[config.mk]
export PLATFORM = sky130hd
export DESIGN_NAME = rand_range_sampler
export DESIGN_NICKNAME = d
export VERILOG_FILES = /design/src/rtl/rand_range_sampler.sv
export SDC_FILE = /design/constraint.sdc
export NUM_CORES = 1
export LEC_CHECK = 0
export ABC_AREA = 0
export BUFFER_PORTS_ARGS = -buffer_cell sky130_fd_sc_hd__buf_4
export CORE_ASPECT_RATIO = 1.4
export CORE_MARGIN = 4
export CORE_UTILIZATION = 25
export DETAILED_ROUTE_END_ITERATION = 12
export GPL_ROUTABILITY_DRIVEN = 1
export GPL_TIMING_DRIVEN = 0
export PLACE_DENSITY_LB_ADDON = 0.3
export SETUP_SLACK_MARGIN = 0.15
export SYNTH_ARGS = -nofsm -noshare
export SYNTH_HDL_FRONTEND = slang
export SYNTH_SLANG_ARGS = --single-unit
[constraint.sdc]
create_clock -name clk -period 6 [get_ports clk]
set_input_delay 0 -clock clk [delete_from_list [all_inputs] [get_ports clk]]
set_output_delay 0 -clock clk [all_outputs]
set_load 0.02 [all_outputs]
[src/rtl/rand_range_sampler.sv]
// Turns a free-running LFSR word into an unbiased value in [0, range-1] by rejection
// sampling, then a subtractive fold. Optional macro: RAND_SAMPLER_NO_REPEAT_EN (suppress repeats).
module rand_range_sampler #(
  parameter int WIDTH     = 7,
  parameter int MAX_TRIES = 8
) (
  input  logic             clk,
  input  logic             rst_n,
  input  logic [WIDTH-1:0] rand_in,
  input  logic             req,
  input  logic [WIDTH-1:0] range,
  input  logic             ack,
  output logic [WIDTH-1:0] value,
  output logic             valid,
  output logic             busy,
  output logic             err,
  output logic             folded
);

  localparam logic [1:0] IDLE   = 2'd0;
  localparam logic [1:0] SAMPLE = 2'd1;
  localparam logic [1:0] FOLD   = 2'd2;
  localparam logic [1:0] HOLD   = 2'd3;

  logic [1:0]       state;
  logic [WIDTH-1:0] range_q;
  logic [WIDTH-1:0] fold_reg;
  logic [7:0]       tries;

  logic             last_try;
  logic             sample_repeat;
  logic             fold_repeat;
  logic [WIDTH-1:0] fold_bump;
  logic [WIDTH-1:0] fold_result;

  assign busy     = (state == SAMPLE) || (state == FOLD);
  assign last_try = (tries == 8'(MAX_TRIES - 1));

`ifdef RAND_SAMPLER_NO_REPEAT_EN
  logic [WIDTH-1:0] last_value;
  logic             last_valid;

  // A range of 1 has only one legal answer, so repeats must be allowed there.
  assign sample_repeat = last_valid && (range_q > WIDTH'(1)) && (rand_in == last_value);
  assign fold_repeat   = last_valid && (range_q > WIDTH'(1)) && (fold_reg == last_value);

  always_ff @(posedge clk) begin
    if (!rst_n) begin
      last_value <= '0;
      last_valid <= 1'b0;
    end else if (state == HOLD && ack) begin
      last_value <= value;
      last_valid <= 1'b1;
    end
  end
`else
  assign sample_repeat = 1'b0;
  assign fold_repeat   = 1'b0;
`endif

  // fold_reg < range_q when this is used, so the increment cannot wrap.
  assign fold_bump   = fold_reg + WIDTH'(1);
  assign fold_result = !fold_repeat            ? fold_reg :
                       (fold_bump == range_q)  ? '0       : fold_bump;

  always_ff @(posedge clk) begin
    // NOTE: all state here uses non-blocking assignments so every register sees
    // the pre-edge values of the others, independent of statement order.
    if (!rst_n) begin
      state    <= IDLE;
      value    <= '0;
      valid    <= 1'b0;
      err      <= 1'b0;
      folded   <= 1'b0;
      range_q  <= '0;
      fold_reg <= '0;
      tries    <= '0;
    end else begin
      case (state)
        IDLE: begin
          if (req) begin
            if (range != '0) begin
              range_q <= range;
              tries   <= '0;
              state   <= SAMPLE;
            end else begin
              range_q <= '0;
              value   <= '0;
              err     <= 1'b1;
              folded  <= 1'b0;
              valid   <= 1'b1;
              state   <= HOLD;
            end
          end
        end

        SAMPLE: begin
          if (rand_in < range_q && !sample_repeat) begin
            value  <= rand_in;
            folded <= 1'b0;
            valid  <= 1'b1;
            state  <= HOLD;
          end else begin
            tries <= tries + 8'd1;
            if (last_try) begin
              fold_reg <= rand_in;
              state    <= FOLD;
            end
          end
        end

        FOLD: begin
          if (fold_reg >= range_q) begin
            fold_reg <= fold_reg - range_q;
          end else begin
            value  <= fold_result;
            folded <= 1'b1;
            valid  <= 1'b1;
            state  <= HOLD;
          end
        end

        HOLD: begin
          // ack wins; a simultaneous req is dropped, not queued.
          if (ack) begin
            valid  <= 1'b0;
            err    <= 1'b0;
            folded <= 1'b0;
            state  <= IDLE;
          end
        end

        default: state <= IDLE;
      endcase
    end
  end

endmodule

Word-level counts from Yosys, hierarchy flattened --
Cells that the tools add are included.
Cells by class: $add $sub $neg 2, magnitude comparators 2, equal/unequal tests 14, mux-type cells 32, reductions and logical operators 14
Operators with widths (count):
- $mux W7 | 8
- $mux W8 | 3
- $pmux W7 S3 | 1
- $pmux W8 S2 | 1
- $reduce_and A4 Y1 | 4
- $ne A2 B2 Y1 const B | 7
- $pmux W7 S2 | 1
- $mux W2 | 6
- $reduce_and A5 Y1 | 2
- $add A8 B1 Y8 const B | 1
- $eq A8 B3 Y1 const B | 1
- $mux W1 | 8
- $pmux W1 S4 | 2
- $pmux W2 S4 | 1
- $ge A7 B7 Y1 | 1
- $lt A7 B7 Y1 | 1
- $reduce_bool A7 Y1 | 1
- $sub A7 B7 Y7 | 1
- $reduce_bool A2 Y1 | 3
- $eq A2 B2 Y1 const B | 2
- $ne A2 B1 Y1 const B | 2
- $ne A3 B2 Y1 const B | 1
- $reduce_bool A3 Y1 | 1
- $eq A2 B1 Y1 const B | 1
- other kinds (4) | 4
Storage, ports and cells: bits in registers 34, input bits 18, output and inout bits 11, logic and storage cells 72

Depth between registers and ports, before layout --
Gate-level depths: netlist of the first run.
depth after elaboration 4, depth in mapped cells 10, gate-level depth less buffers 9

Worst setup path after synthesis of the first run --
No wires, ideal clock.
kind reg2reg, start reg range_q[6], end reg fold_reg[0], setup time 0.128 ns, arrival time 2.056 ns, data required time 5.872 ns, slack 3.817 ns, cell stages (with the launch flop) 11, path through dfxtp_1 -> inv_1 -> ha_1 -> nand4_1 -> and3_1 -> o211a_1 -> clkbuf_1 -> nor4b_1 -> buf_2 -> mux2i_1 -> nor2_1
On the way: cells in the longest elaborated chain, start to end 3
Ends and longest elaborated chain:
- from (decl) | RTL line 26 | logic [WIDTH-1:0] range_q;
- from (signal assigned) | RTL line 83 | range_q <= range;
- $ge A7 B7 Y1 / $lt A7 B7 Y1 (equally long branches) | RTL line 113, 98
- $ne A2 B1 Y1 (no line) / $ne A2 B2 Y1 (equally long branches)
- $reduce_and A4 Y1 (no line) *
- to (signal assigned) | RTL line 106 | fold_reg <= rand_in;
- to (signal assigned) | RTL line 114 | fold_reg <= fold_reg - range_q;
- to (decl) | RTL line 27 | logic [WIDTH-1:0] fold_reg;
Mark *: on every way between the ends. The rest lies on a longest branch, timed or not. A chain may end at the register's enable or synchronous reset.

Final worst setup path of the first run --
start reg range_q[1], end reg fold_reg[1]
On the way: cells in the longest elaborated chain, start to end 3
Ends and longest elaborated chain:
- $sub A7 B7 Y7 (tied with other cells) | RTL line 114
- $mux W7 (tied with other cells) | RTL line 113 | if (fold_reg >= range_q) begin
- $pmux W7 S2 / $reduce_and A4 Y1 (equally long branches)
Several ways; a longest one is shown, not always the timed one. The select of a mux whose other input is x is not followed.

==> results of run 1 <==
worst max path at each step:
stage / startpoint / endpoint / slack (ns) / cells after the start
final: range_q[1] / fold_reg[1] / 3.37 / 9
after global routing: range_q[6] / fold_reg[1] / 3.16 / 10
after CTS: range_q[1] / fold_reg[1] / 3.35 / 9
after detailed placement: range_q[1] / fold_reg[1] / 3.37 / 9
after global placement: range_q[1] / fold_reg[1] / 3.38 / 9
after floorplan: range_q[6] / fold_reg[0] / 3.82 / 10
cell type report:
class,instances,area share (%)
multi-input combinational,200,50.8
sequential,34,25.5
timing repair buffer,31,8.99
clock buffer,6,5.20
tap,102,4.78
inverter,19,2.67
buffer,12,2.06
cell usage after synthesis (2+ instances only):
cell | n | area, sq um
o21a_1 | 6 | 45.0
dfxtp_1 | 34 | 681
nor2_1 | 16 | 60.1
a22o_1 | 5 | 43.8
xnor2_1 | 6 | 52.6
and2_1 | 2 | 12.5
o31ai_1 | 3 | 22.5
a211oi_1 | 5 | 37.5
o21ai_0 | 13 | 65.1
ha_1 | 18 | 225
clkbuf_1 | 9 | 33.8
nand3b_1 | 2 | 15.0
and3_1 | 2 | 12.5
o22ai_1 | 3 | 18.8
nor4_1 | 2 | 12.5
nand4_1 | 5 | 31.3
nand2_1 | 33 | 124
nor3_1 | 8 | 40.0
a21oi_1 | 14 | 70.1
nor4b_1 | 5 | 43.8
or4_4 | 2 | 22.5
a31oi_1 | 3 | 18.8
nor2b_1 | 3 | 18.8
nand3_1 | 11 | 55.1
a21o_1 | 2 | 15.0
inv_1 | 19 | 71.3
mux2i_1 | 12 | 120
nand2b_1 | 3 | 18.8
buf_2 | 2 | 10.0
o31a_1 | 2 | 17.5
critical path, stage by stage, from the launching register on:
cell	delay (ns)
dfxtp_1	0.38
inv_1	0.09
ha_1	0.27
a31oi_1	0.14
o211a_1	0.25
clkbuf_1	0.22
nor4b_1	0.53
buf_2	0.34
mux2i_1	0.23
nor2_1	0.05
kinds of logic (layout without fill, tap and decap cells):
logic type	after synthesis	in the layout	synth area share (%)
and+or+nand+nor	99	99	23.9
AOI/OAI and AO/OA	64	64	19.5
buffers and inverters	31	68	5.84
DFF	34	34	31.4
muxes	12	12	5.55
xor gates and xnor gates	6	6	2.43
adders and majority gates	19	19	11.3
stage by stage:
stage          cells  worst slack, ns  hold WS [ns]  total power [W]
3_3_place_gp     395             3.38         0.277         0.000867
6_report         404             3.37       0.00711          0.00111
5_1_grt          404             3.16        0.0286          0.00121
4_1_cts          404             3.35       0.00346          0.00113
3_5_place_dp     395             3.37         0.282         0.000874
2_1_floorplan    265             3.82         0.147         0.000731
layout by cell type (no fill, tap or decap), types with 8 or more instances in the layout:
master     n
clkbuf_1   9
buf_4     28
mux2i_1   12
ha_1      18
nand3_1   11
nor3_1     8
a21oi_1   14
o21ai_0   13
dfxtp_1   34
inv_1     19
nand2_1   33
nor2_1    16
per-layer routing:
| layer | routed length [um] | track usage, % |
|---|---|---|
| met5 | 0 | 0 |
| met4 | 123 | 4.48 |
| met3 | 235 | 2.03 |
| met2 | 2710 | 19.5 |
| met1 | 2270 | 12.8 |
power groups by stage:
| stage | Combinational [W] | Clock [W] | Sequential (W) |
|---|---|---|---|
| after CTS | 0.000579 | 0.000255 | 0.000294 |
| after detailed placement | 0.000574 | 0 | 0.000299 |
| after global placement | 0.000570 | 0 | 0.000297 |
| after global routing | 0.000648 | 0.000263 | 0.000300 |
| after floorplan | 0.000429 | 0 | 0.000301 |
| final | 0.000571 | 0.000247 | 0.000294 |
what timing repair did:
item,4_1_cts,5_1_grt
setup buffers,0,0
hold buffers,3,0
endpoints found under the hold margin,3,0
==> run metrics, run 1 <==
Period minus WS final=about 2.6 ns; initial antenna violation count=0; Setup CP Type=reg -> reg; Top Ports=29; Worst-Skew Late Latency=0.27 ns; final worst-path cycle share=43.9%; number of global-route vias before repair=between 1500 and 2000; hold crit path type=in -> reg; number of synthesized flops with an enable pin=0; share of cells above drive strength 1=14.2%; Synthesized Nets=approximately 300; die footprint=about 10000 sq um; row count=39; Switching Share=39.7%; sequential share of the synthesized area=around a third; NetSw=around 0.00044 W; relative slew slack=51.4%; first-pass GRT wire length=9090 um; Flop pwr share=between 20% and 30%; hold path depth=3; CTS tree=done; leakage=1.07 nW; Sequential cell area=681 sq um; Ys Warns=0; average size of a mapped cell=a little over 8 sq um; clk sinks=34; pwr/cell area=approximately 420 nW/um^2; Comb pwr share=51.3%; #FFs+latches synth=34; filler instances=just over 900; worst-path fanout max=10; cell area after layout=2670 sq um; GR Overflow Total=0; crit path DAT=about 2.8 ns; mapped cell area=2160 sq um; DRC violations left=0; vias=1955; endpoints failing setup=0; RR Startpoint=range_q[1]; Worst Skew=0.00309 ns; Crit Reg-Reg Endpoint=fold_reg[1]; setup TNS=0 ns; htree depth=2; Worst Reg-to-Reg Cells=9; largest net degree at the start of global routing=11; element type at the critical path end=flip-flop; area occupied by multi-input gates=1360 sq um; max-slew violations=0; Nets=340; Die Wd=86.6 um; post-synthesis instance total=roughly 270; Vias/cell=4.84; Synth cell types=45; post-DR wirelength/cell=13.2 um; number of flip-flops in the largest register=8; R2R Setup Slk=3.37 ns; root buffer cell=clkbuf_16; clk buf depth=2; DRT antenna net count=0; Inserted Clock Buffers=5; area growth from synthesis to layout=23.4%; clock power share=22.2%; unrepaired setup endpoints after global routing=false; Worst-path clk slew=0.05 ns; die height=roughly 120 um; Worst Path Required=6.15 ns; dpl hpwl=4340 um; placed cell area=2500 sq um; initial core utilization=26.1%; status=finished clean; Primary FF master, synth=dfxtp_1; final hold vios=0; number of inserted diodes=0; core area=8300 sq um; DRT Wirelength=5330 um; Startpoint Class=flip-flop; fin util=32.2%; Hold Path Sink=range_q[6]; DRC violation total after the first TritonRoute iteration=94; DR pass1 iterations=4; Max Fclk=between 300 and 400 MHz; number of port buffers=28; max cap viols=0; gr usage total=11.1%; Largest Register=tries; post-cts resize count=0; worst vdd ir=around 0.15 mV; FFs w/ async S/R, synth=0%; Worst-Margin Slew=0.723 ns; hold_sp=range[6]; Internal=about 0.00067 W; RePlAce Congestion=0.824
(Power assumes the default switching activity.)
==> run 2, diff against run 1 <==
clock period = 2.4 ns   (was 6 ns; I/O delays follow)
==> run 2 against run 1 <==
Hold slack got worse by 0.00085 ns. Clock skew barely moved. Global-route usage rose by 0.14 points. Register-to-register slack got worse by 3.2 ns. Final area rose by 6.6%. Via count rose by 1.4%. Critical path depth did not move. Largest cell class unchanged.
==> run metrics, run 2 (synthesis results as in run 1) <==
number of flip-flops in the largest register=8; DRT Wirelength=5620 um; placed cell area=2500 sq um; final worst-path cycle share=91.0%; number of global-route vias before repair=1954; Worst Path Required=about 2.6 ns; Comb pwr share=54.9%; DRC violation total after the first TritonRoute iteration=65; R2R Setup Slk=0.22 ns; max cap viols=0; die footprint=10200 sq um; slowest stage cell, crit path=or4_4; Period minus WS final=roughly 2.2 ns; Hold Path Sink=range_q[1]; Worst Skew=about 0.003 ns; WP depth=9; Largest Register=tries; clk buf depth=2; RR Startpoint=range_q[1]; dpl hpwl=4340 um; root buffer cell=clkbuf_16; hold_sp=range[1]; relative slew slack=between 50 and 60%; Worst Reg-to-Reg Cells=9; Flop pwr share=24.5%; NetSw=0.00119 W; number of port buffers=28; worst-path cell chain=inv_1, ha_1, a21o_1, a31oi_4, o21ai_2, and2_4, or4_4, buf_8, mux2i_1; gr usage total=11.2%; Worst-path clk slew=0.05 ns; Worst-Skew Late Latency=~0.27 ns; largest net degree at the start of global routing=11; area growth from synthesis to layout=31.6%; pre-CTS setup slack=-0.225 ns; worst vdd ir=0.380 mV; crit path DAT=2.35 ns; Internal=0.00183 W; status=finished clean; row count=39; clk sinks=34; post-DR wirelength/cell=about 14 um; initial core utilization=26.1%; clock power share=about a fifth; Crit Reg-Reg Endpoint=value[1]; commonest non-fill, non-tap cell in the layout=nand2_1; Final Power=0.00302 W; leakage=1.12 nW; Top Ports=29; Nets=between 300 and 400; final hold vios=0; unrepaired setup endpoints after global routing=true; Max Fclk=458 MHz; hold crit path type=in -> reg; core area=8300 sq um; Crit path max-delay family=simple AND/OR/NAND/NOR gates; WP buf/inv=2; max-slew violations=0; Inserted Clock Buffers=5; most frequent cells in the layout=nand2_1, dfxtp_1, buf_4, inv_1, nor2_1; DRT antenna net count=0; WHS=about 0.0063 ns; htree depth=2; share of cells above drive strength 1=22.6%; Startpoint Class=flip-flop; cell area after layout=approximately 2800 sq um; RePlAce Congestion=0.824; Vias/cell=4.87; Switching Share=39.4%; element type at the critical path end=flip-flop; vias=about 2000; Setup CP Type=reg -> reg; number of inserted diodes=0; Worst-Margin Slew=around 0.73 ns; Worst path max stage delay=between 0.5 and 0.6 ns; initial antenna violation count=0; hold path depth=3; GR Overflow Total=0; DR pass1 iterations=4; Die Wd=86.6 um; first-pass GRT wire length=9200 um; CTS tree=done; Setup WS post-layout=0.216 ns; fin util=34.3%; die height=118 um; endpoints failing setup=0; worst-path fanout max=8; pwr/cell area=1060 nW/um^2; DRC violations left=0
==> run 2: timing repair <==
action                                  in CTS  in global routing
gates resized for setup                     16                 23
endpoints found under the hold margin        3                  0
hold buffers                                 3                  0
setup buffers                                1                  1
pin swaps                                    1                  5
gates cloned                                 1                  0
endpoints found under the setup margin      19                 19
==> run 2: worst max path at each step <==
stage	to	slack [ns]	startpoint
floorplan	fold_reg[0]	0.22	range_q[6]
finish	value[1]	0.22	range_q[1]
detailed placement	fold_reg[1]	-0.23	range_q[1]
global route	value[1]	0.12	range_q[1]
global placement	fold_reg[1]	-0.22	range_q[1]
CTS	value[1]	0.15	range_q[2]
==> run 2: final cells by class <==
class,instances,area [sq um]
sequential,34,686
inverter,19,71.3
buffer,12,73.8
clock buffer,6,139
multi-input combinational,200,1490
fill,892,5450
timing repair buffer,34,263
tap,102,128
==> run 2: metal layers <==
metal / up-vias / GRT usage (%) / share of wire (%)
met2: 32 / 20.1 / 51
met4: 0 / 4.09 / 2.7
met3: 8 / 2.03 / 3.9
met1: 918 / 12.8 / 42
li1: 1024 / - / -
met5: - / 0 / 0
==> run 2: through the flow <==
step / TNS, ns / cells
4_1_cts: 0 / 406
3_5_place_dp: -2.21 / 395
3_3_place_gp: -1.85 / 395
5_1_grt: 0 / 407
2_1_floorplan: 0 / 265
6_report: 0 / 407
==> run 2: tightest hold or removal path, delay by kind of cell <==
family	cells	cell delay, ns
AND/OR/NAND/NOR	1	0.06
buffers and inverters	1	0.12
AO/OA/AOI/OAI	1	0.05
==> run 2: power by group through the flow <==
stage          sequential, W  clock [W]  combinational (W)
6_report            0.000741   0.000619            0.00166
5_1_grt             0.000755   0.000657            0.00185
4_1_cts             0.000739   0.000637            0.00157
3_5_place_dp        0.000748          0            0.00144
3_3_place_gp        0.000742          0            0.00142
2_1_floorplan       0.000754          0            0.00107
==> run 3, diff against run 2 <==
BUFFER_PORTS_ARGS = -buffer_cell sky130_fd_sc_hd__buf_2   (was -buffer_cell sky130_fd_sc_hd__buf_4)
==> run 3 against run 2 <==
The flow now finishes with violations (hold timing). Count of clock-buffer cells in the layout grew 1. Non-clock buffer count rose by 9. Critical path depth grew 1. Die area did not move. Flip-flop and latch count unchanged. Final area up 1.2%. Clock skew is essentially flat. Fmax is 2.2% higher. Total power increased by 2.2%. Worst setup slack better by 0.047 ns. Largest power group unchanged.
==> run metrics, run 3 (synthesis results as in run 1) <==
area growth from synthesis to layout=33.1%; slowest stage cell, crit path=dfxtp_2; max-slew violations=0; Worst-Skew Late Latency=approximately 0.28 ns; Worst Reg-to-Reg Cells=10; dpl hpwl=about 4400 um; gr usage total=between 10% and 20%; clk buf depth=2; Nets=352; status=finished, violations left; worst-path fanout max=5; die footprint=roughly 10000 sq um; first-pass GRT wire length=9540 um; most frequent cells in the layout=nand2_1, dfxtp_1, buf_2, inv_1, nor2_1; root buffer cell=clkbuf_16; unrepaired setup endpoints after global routing=true; Vias/cell=4.82; Period minus WS final=2.14 ns; largest net degree at the start of global routing=11; DRT antenna net count=0; core area=about 8300 sq um; hold crit path type=in -> reg; number of global-route vias before repair=~2000; most used cell, CP=buf_6; final hold vios=1; DRC violation total after the first TritonRoute iteration=83; pwr/cell area=1070 nW/um^2; failing checks=hold timing; clk sinks=34; Max Fclk=468 MHz; number of inserted diodes=0; Worst Path Required=between 2 and 3 ns; vias=2013; Worst-Margin Slew=0.742 ns; relative slew slack=50.1%; fin util=34.7%; leakage=1.18 nW; element type at the critical path end=flip-flop; commonest non-fill, non-tap cell in the layout=nand2_1; Startpoint Class=flip-flop; RR Startpoint=range_q[2]; Die Wd=86.6 um; wire length on met2=around 3000 um; Setup CP Type=reg -> reg; RePlAce Congestion=0.841; crit path DAT=~2.3 ns; WHS=-0.00136 ns; final worst-path cycle share=89.1%; Worst Skew=approximately 0.0032 ns; max cap viols=0; share of cells above drive strength 1=24.7%; CTS tree=done; Top Ports=29; row count=39; WP buf/inv=3; number of port buffers=28; initial core utilization=a little over a quarter; met3 wire length=246 um; Largest Register=tries; endpoints failing setup=0; GR Overflow Total=0; Worst path max stage delay=0.35 ns; DRC violations left=0; DR top layer=met4; Crit path max-delay family=compound AO/OA/AOI/OAI gates; hold path depth=3; initial antenna violation count=0; post-DR wirelength/cell=around 14 um; filler instances=slightly above 900; Inserted Clock Buffers=5; DRT met1 WL=2390 um; DR pass1 iterations=5; die height=118 um; htree depth=2; Worst-path clk slew=0.05 ns; number of flip-flops in the largest register=8; worst vdd ir=between 0.4 and 0.5 mV; DRT Wirelength=5730 um; hold_sp=range[2]; worst-path cell chain=inv_4, ha_4, a21o_1, a31oi_4, o211a_1, buf_6, nor4b_4, buf_6, mux2i_1, nor2_1; WP depth=10; Critical Path Start=range_q[2]
[run 3: metrics by stage]
step	total power (W)	TNS, ns	setup WS, ns	area [sq um]	instances
after floorplan	0.00183	0	0.217	2160	265
after global placement	0.00214	-1.93	-0.217	2430	395
after detailed placement	0.00216	-1.99	-0.219	2430	395
after CTS	0.00299	0	0.151	2730	409
after global routing	0.00333	0	0.124	2880	418
final	0.00309	0	0.262	2880	418
[run 3: worst register-to-register path, cell delays in order (launching register included)]
cell     delay (ns)
dfxtp_2        0.35
inv_4          0.05
ha_4           0.27
a21o_1         0.15
a31oi_4        0.05
o211a_1        0.23
buf_6          0.12
nor4b_4        0.35
buf_6          0.19
mux2i_1        0.19
nor2_1         0.05
[run 3: area by class of cell]
type / instances / area, sq um / share of cell area [%]
well taps: 102 / 128 / 4.43
flip-flops and latches: 34 / 683 / 23.7
inverters: 19 / 73.8 / 2.56
clock inverters: 1 / 5.00 / 0.174
multi-input cells: 200 / 1500 / 51.9
clock buffers: 7 / 143 / 4.95
plain buffers: 12 / 73.8 / 2.56
repair buffers: 43 / 280 / 9.73
[run 3: routing by layer]
metal / vias to the layer above / GRT usage [%]
met2: 37 / 20.4
met3: 5 / 2.24
met5: - / 0
met4: 0 / 4.39
li1: 1041 / -
met1: 930 / 13.6
[run 3: worst paths after layout]
path	end	slack (ns)
worst max-delay path	fold_reg[4]	0.26
worst min-delay path	range_q[2]	-0.001
worst min register to register	value[6]	0.45
worst max register to register	fold_reg[4]	0.26
[run 3: what timing repair did]
item | 4_1_cts | 5_1_grt
gates cloned | 1 | 0
hold endpoints to repair | 4 | 0
gates resized for setup | 20 | 21
hold buffers | 4 | 0
pin swaps | 1 | 9
setup endpoints to repair | 17 | 18
buffers inserted | 1 | 9
[run 3: where the power goes]
part | internal (W) | total, W | switching (W)
logic | 0.000781 | 0.00171 | 0.000930
clock network | 0.000411 | 0.000639 | 0.000228
registers | 0.000667 | 0.000737 | 0.0000700
total | 0.00186 | 0.00309 | 0.00123
